File: src/rtl/sort_engine.sv
// In-place bubble sort engine with early exit over a single-port memory.
// Supports runtime length, ascending/descending order, signed/unsigned
// compare, a saturating cycle counter and a host pass-through port that owns
// the memory whenever the engine is idle.
module sort_engine #(
    parameter int DATA_W = 32,
    parameter int ADDR_W = 8,
    parameter int CYC_W  = 16,
    parameter int BASE   = 0
) (
    input  logic              clk,
    input  logic              rstn,
    input  logic              run,
    input  logic [ADDR_W:0]   len,
    input  logic              desc,
    input  logic              sgn,
    output logic              busy,
    output logic              done,
    output logic [CYC_W-1:0]  cycles,
    input  logic [ADDR_W-1:0] hst_addr,
    input  logic [DATA_W-1:0] hst_wdata,
    input  logic              hst_we,
    output logic [DATA_W-1:0] hst_rdata,
    output logic [ADDR_W-1:0] mem_addr,
    output logic [DATA_W-1:0] mem_wdata,
    output logic              mem_we,
    input  logic [DATA_W-1:0] mem_rdata
);

    typedef enum logic [2:0] {
        IDLE, RD_A, RD_B, CMP, WR_A, WR_B, NEXT, DONE
    } state_t;

    state_t              state, state_nxt;
    logic                run_q;
    logic                armed;
    logic                desc_q, sgn_q, swp;
    logic [ADDR_W-1:0]   i;
    logic [ADDR_W:0]     lim;
    logic [DATA_W-1:0]   a, b;

    logic                start;
    logic                pass_more;
    logic                last_pass;
    logic                a_lt_b, a_gt_b, out_of_order;
    logic [ADDR_W:0]     i_inc;
    logic [ADDR_W-1:0]   addr_a, addr_b;
    logic [ADDR_W-1:0]   eng_addr;
    logic [DATA_W-1:0]   eng_wdata;
    logic                eng_we;

    // Address arithmetic wraps modulo 2^ADDR_W by construction.
    assign addr_a    = ADDR_W'(BASE) + i;
    assign addr_b    = addr_a + ADDR_W'(1);
    assign i_inc     = {1'b0, i} + (ADDR_W+1)'(1);
    assign pass_more = i_inc < lim;
    assign last_pass = lim == (ADDR_W+1)'(1);

    assign a_lt_b       = sgn_q ? ($signed(a) < $signed(b)) : (a < b);
    assign a_gt_b       = sgn_q ? ($signed(a) > $signed(b)) : (a > b);
    // Strict comparison: equal elements never swap, keeping the sort stable.
    assign out_of_order = desc_q ? a_lt_b : a_gt_b;

    assign busy  = (state != IDLE) && (state != DONE);
    assign done  = (state == DONE);
    assign start = run && !run_q && !busy;

    // Memory port: host owns it when idle; host writes are blocked while busy
    // and until the first clock after reset release.
    assign mem_addr  = busy ? eng_addr  : hst_addr;
    assign mem_wdata = busy ? eng_wdata : hst_wdata;
    assign mem_we    = busy ? eng_we    : (hst_we && armed);
    assign hst_rdata = mem_rdata;

    // State register.
    always_ff @(posedge clk or negedge rstn) begin
        // NOTE: sequential state uses non-blocking assignments so every flop
        // samples pre-edge values regardless of statement order.
        if (!rstn) state <= IDLE;
        else       state <= state_nxt;
    end

    // Next-state logic and engine memory-port drive.
    always_comb begin
        // NOTE: every output of this block gets a default first, so no path
        // through the case leaves a signal unassigned (no latch inferred).
        state_nxt = state;
        eng_addr  = addr_a;
        eng_wdata = b;
        eng_we    = 1'b0;
        case (state)
            IDLE, DONE: begin
                if (start) state_nxt = (len < (ADDR_W+1)'(2)) ? DONE : RD_A;
            end
            RD_A: state_nxt = RD_B;
            RD_B: begin
                eng_addr  = addr_b;
                state_nxt = CMP;
            end
            CMP:  state_nxt = out_of_order ? WR_A : NEXT;
            WR_A: begin
                eng_wdata = b;
                eng_we    = 1'b1;
                state_nxt = WR_B;
            end
            WR_B: begin
                eng_addr  = addr_b;
                eng_wdata = a;
                eng_we    = 1'b1;
                state_nxt = NEXT;
            end
            NEXT: begin
                if (pass_more)               state_nxt = RD_A;
                else if (!swp || last_pass)  state_nxt = DONE;
                else                         state_nxt = RD_A;
            end
            default: state_nxt = IDLE;
        endcase
    end

    // Datapath: run edge detector, latched modes, indices, operands, counter.
    always_ff @(posedge clk or negedge rstn) begin
        if (!rstn) begin
            // NOTE: run_q resets high so a run held high through reset is not
            // mistaken for a rising edge once reset is released.
            run_q  <= 1'b1;
            armed  <= 1'b0;
            desc_q <= 1'b0;
            sgn_q  <= 1'b0;
            swp    <= 1'b0;
            i      <= '0;
            lim    <= '0;
            a      <= '0;
            b      <= '0;
            cycles <= '0;
        end else begin
            run_q <= run;
            armed <= 1'b1;
            if (start) begin
                desc_q <= desc;
                sgn_q  <= sgn;
                i      <= '0;
                lim    <= len - (ADDR_W+1)'(1);
                swp    <= 1'b0;
                cycles <= '0;
            end else begin
                if (busy && (cycles != {CYC_W{1'b1}}))
                    cycles <= cycles + CYC_W'(1);
                case (state)
                    RD_A: a   <= mem_rdata;
                    RD_B: b   <= mem_rdata;
                    WR_B: swp <= 1'b1;
                    NEXT: begin
                        if (pass_more) begin
                            i <= i + ADDR_W'(1);
                        end else if (swp && !last_pass) begin
                            lim <= lim - (ADDR_W+1)'(1);
                            i   <= '0;
                            swp <= 1'b0;
                        end
                    end
                    default: ;
                endcase
            end
        end
    end

endmodule

File: config.mk
export PLATFORM = sky130hd
export DESIGN_NAME = sort_engine
export DESIGN_NICKNAME = d
export VERILOG_FILES = /design/src/rtl/sort_engine.sv
export SDC_FILE = /design/constraint.sdc
export NUM_CORES = 1
export LEC_CHECK = 0
export BUFFER_PORTS_ARGS = -buffer_cell sky130_fd_sc_hd__buf_2
export CAP_MARGIN = 40
export CORE_MARGIN = 1
export CORE_UTILIZATION = 37
export CTS_BUF_LIST = sky130_fd_sc_hd__clkbuf_8 sky130_fd_sc_hd__clkbuf_16
export DETAILED_ROUTE_END_ITERATION = 12
export PLACE_DENSITY = 0.58
export SLEW_MARGIN = 0
export SYNTH_ARGS = -nofsm -noshare
export SYNTH_HDL_FRONTEND = slang
export SYNTH_SLANG_ARGS = --single-unit
export TNS_END_PERCENT = 1
File: constraint.sdc
create_clock -name clk -period 3.8 [get_ports clk]
set_input_delay 0.57 -clock clk [delete_from_list [all_inputs] [get_ports clk]]
set_output_delay 0.57 -clock clk [all_outputs]
set_load 0.05 [all_outputs]
==> impl_results.md <==
* Status: finished with violations
* Failing checks: DRC
* Syn_nets at 941
* DP HPWL at 12.3 mm
* Part of the cycle the worst path needs at 89.2%
* Crit path largest cell delay at 520 ps
* Number of synthesized flops with an enable pin at 0
* Area share of the largest cell type after synthesis at 37.3%
* Pint at 3.83 mW
* First drt pass iteration count at 9
* Req. time, crit path at 4010 ps
* CTS tree: yes
* Filler instances at 1784
* Critical path data arrival time at 3600 ps
* Switching Fraction at 53.5%
* Core Area at 18200 µm²
* Clk pwr share at 12.1%
* Antenna viol nets, final at 0
* Antenna fix cells at 0
* Synth Flop Type: dfrtp_1
* PwrDens at 1010 nW/µm²
* Clk buf depth at 2
* Worst Path Max Fanout at 10
* Syn Area/Cell at 8.61 µm²
* Post-synth cell types at 60
* Final Hold Vio Count at 0
* CTS Root Buffer Type: clkbuf_16
* Vias in the first global route at 5567
* Ports at 178
* Fin worst setup slack at 410 ps
* # setup viols final at 0
* Seq pwr share at 24.6%
* H-Tree Depth at 3
* Layout cell share with drive strength beyond 1 at 26.4%
* Total gr overflow at 0
* Clock skew at 8.68 ps
* Final min period at 3390 ps
* Kind of critical path: register to register
* Cell Area, Synth at 6970 µm²
* CTS Sinks at 105
* Worst-skew pair later-pin latency at 350 ps
* RSZ-0062 raised after global routing: no
* Cells after Synth at 809
* IO buf count at 177
* CP Launch Type: register
* Routed vias/inst at 5.09
* Post-Route Setup TNS at 0 ps
* Critical path's top delay family: compound AO/OA/AOI/OAI gates
* Largest net degree at the start of global routing at 64
* Final #Nets at 1069
* WP buf/inv at 0
* Ys async rst share at 100%
* Die extent in y at 139 µm
* Static Leakage at 4.10 nW
* Top cell type by total area after synthesis: dfrtp_1
* Worst slew margin at 50.5%
* Die area at 19400 µm²
* Max cap viols at 0
* Die X at 139 µm
* #FFs+latches synth at 105
* Rows at 49
* Initial antenna violation count at 0
* Fmax at 0.295 GHz
* Setup WS pre-CTS at 265 ps
* Crit path cell chain: ha_1 > nand3_1 > nor2_2 > xor2_1 > ha_1 > a2111oi_0 > o21ai_0 > a21oi_2 > o31ai_1 > and2_1 > o21ai_0 > o41ai_1
* WL final at 16.9 mm
* Element type at the critical path end: register
* Total Routing Usage GR at 18.1%
* 1st-iter DRT viols at 296
* Slowest cell on the critical path: dfrtp_1
* Clock transition at path regs at 70 ps
* DRC at 7
* Top area cells in the synthesized netlist: dfrtp_1 37%, o21ai_0 8.3%, ha_1 8.1%
* Syn. warnings at 0
* Post-CTS Setup Inserts at 0
* Worst hold path type: input pin to asynchronous set/reset pin
* Starting Density at 38.3%
* Num CTS Buffers at 9
* Max rail drop VDD at 573 µV
* Final Slew Violations at 0
* Global-route wire length before repair at 28.3 mm
* Worst-Margin Slew at 743 ps
* NetSw at 4.40 mW
* Seq/Total Area, Yosys at 37.7%
* Detailed-route via count at 5961
* GP Congestion at 0.786
* Drt wl/cell at 14.4 µm
* Logic pwr share at 63.3%
* Synth-to-Final Area Change at 17.4%
==> per-stage QoR <==
stage | cell area, µm² | power [mW] | cells | utilization (%) | hold WS, ps
after floorplan | 6970 | 6.08 | 809 | - | 274
after global placement | 7850 | 7.25 | 1154 | 43.1 | 510
after detailed placement | 7860 | 7.28 | 1155 | 43.2 | 510
after CTS | 8170 | 8.32 | 1171 | 44.9 | 280
after global routing | 8180 | 8.95 | 1171 | 44.9 | 306
final | 8180 | 8.23 | 1171 | 44.9 | 262
==> kinds of logic after synthesis <==
kind of cell / synth area share, %
buffers and inverters: 8.62
AOI/OAI and AO/OA: 15.4
other: 0.0538
xor gates and xnor gates: 2.77
and+or+nand+nor: 17.5
adders and majority gates: 8.08
DFF: 37.7
muxes: 9.77
==> metal layers <==
layer,share of wire (%),track usage (%),vias to the layer above
li1,-,-,3030
met1,49,25.9,2767
met2,47,29.0,150
met3,3.4,1.93,14
met4,1.1,5.09,0
met5,0,0,-
==> layout make-up <==
type                    instances  area, µm²  share of cell area, %
flip-flops and latches        105       2630                   32.1
multi-input cells             582       3760                   46.0
repair buffers                188        996                   12.2
inverters                      51        194                   2.37
clock buffers                   9        225                   2.75
well taps                     229        287                   3.50
clock inverters                 7       87.6                   1.07
==> flip-flops by register name (all words and copies together), names as in the netlist <==
signal	flops
sgn_q	1
b	32
lim	9
armed	1
i	8
swp	1
run_q	1
a	32
desc_q	1
state	3
cycles	16
==> cell usage in the layout (no fill, tap or decap), drive strengths merged, types with 9 or more instances in the layout <==
cell type / instances
ha: 45
xnor2: 10
nand3: 18
nand2: 146
a21oi: 25
buf: 188
mux2: 32
o21ai: 118
nor3: 11
dfrtp: 104
xor2: 12
inv: 53
nor2: 34
mux2i: 32
clkbuf: 9
==> power groups by stage <==
stage | clock network (mW) | logic [mW] | registers (mW)
final | 0.996 | 5.21 | 2.02
after global routing | 1.08 | 5.77 | 2.10
after CTS | 1.03 | 5.26 | 2.03
after detailed placement | 0 | 5.24 | 2.04
after global placement | 0 | 5.21 | 2.03
after floorplan | 0 | 4.06 | 2.02
==> final timing paths <==
| kind | start | to | slack, ps | depth (start not counted) |
|---|---|---|---|---|
| max | i[0] | i[6] | 410 | 12 |
| min | rstn | cycles[5] | 260 | 1 |
| max reg2reg | i[0] | i[6] | 410 | 12 |
| min reg2reg | cycles[13] | cycles[13] | 510 | 1 |
| max in group asynchronous | rstn | run_q | 2780 | 2 |
| min in group clk | run | run_q | 330 | 1 |
==> repair_timing <==
item                       in CTS  in global routing
hold buffers                    0                  0
resized for setup               0                  2
setup endpoints to repair       0                  7
==> worst register-to-register path, delay by kind of cell, from the launching register on <==
kind                     cells  cell delay (ps)
flip-flops                   1              520
XOR/XNOR                     1              180
AO/OA/AOI/OAI                6             1220
AND/OR/NAND/NOR              3              730
adder cells (fa/ha/maj)      2              610
==> synth_stat cells, types with 12 or more instances <==
cell and instances:
nand2_1 146, o21ai_0 115, dfrtp_1 104, inv_1 50, ha_1 45, nor2_1 34
buf_4 32, mux2_2 32, mux2i_1 32, a21oi_1 25, clkbuf_1 20, nand3_1 17
buf_2 15, xor2_1 12
Note: power is estimated with default switching activity, not from simulation.
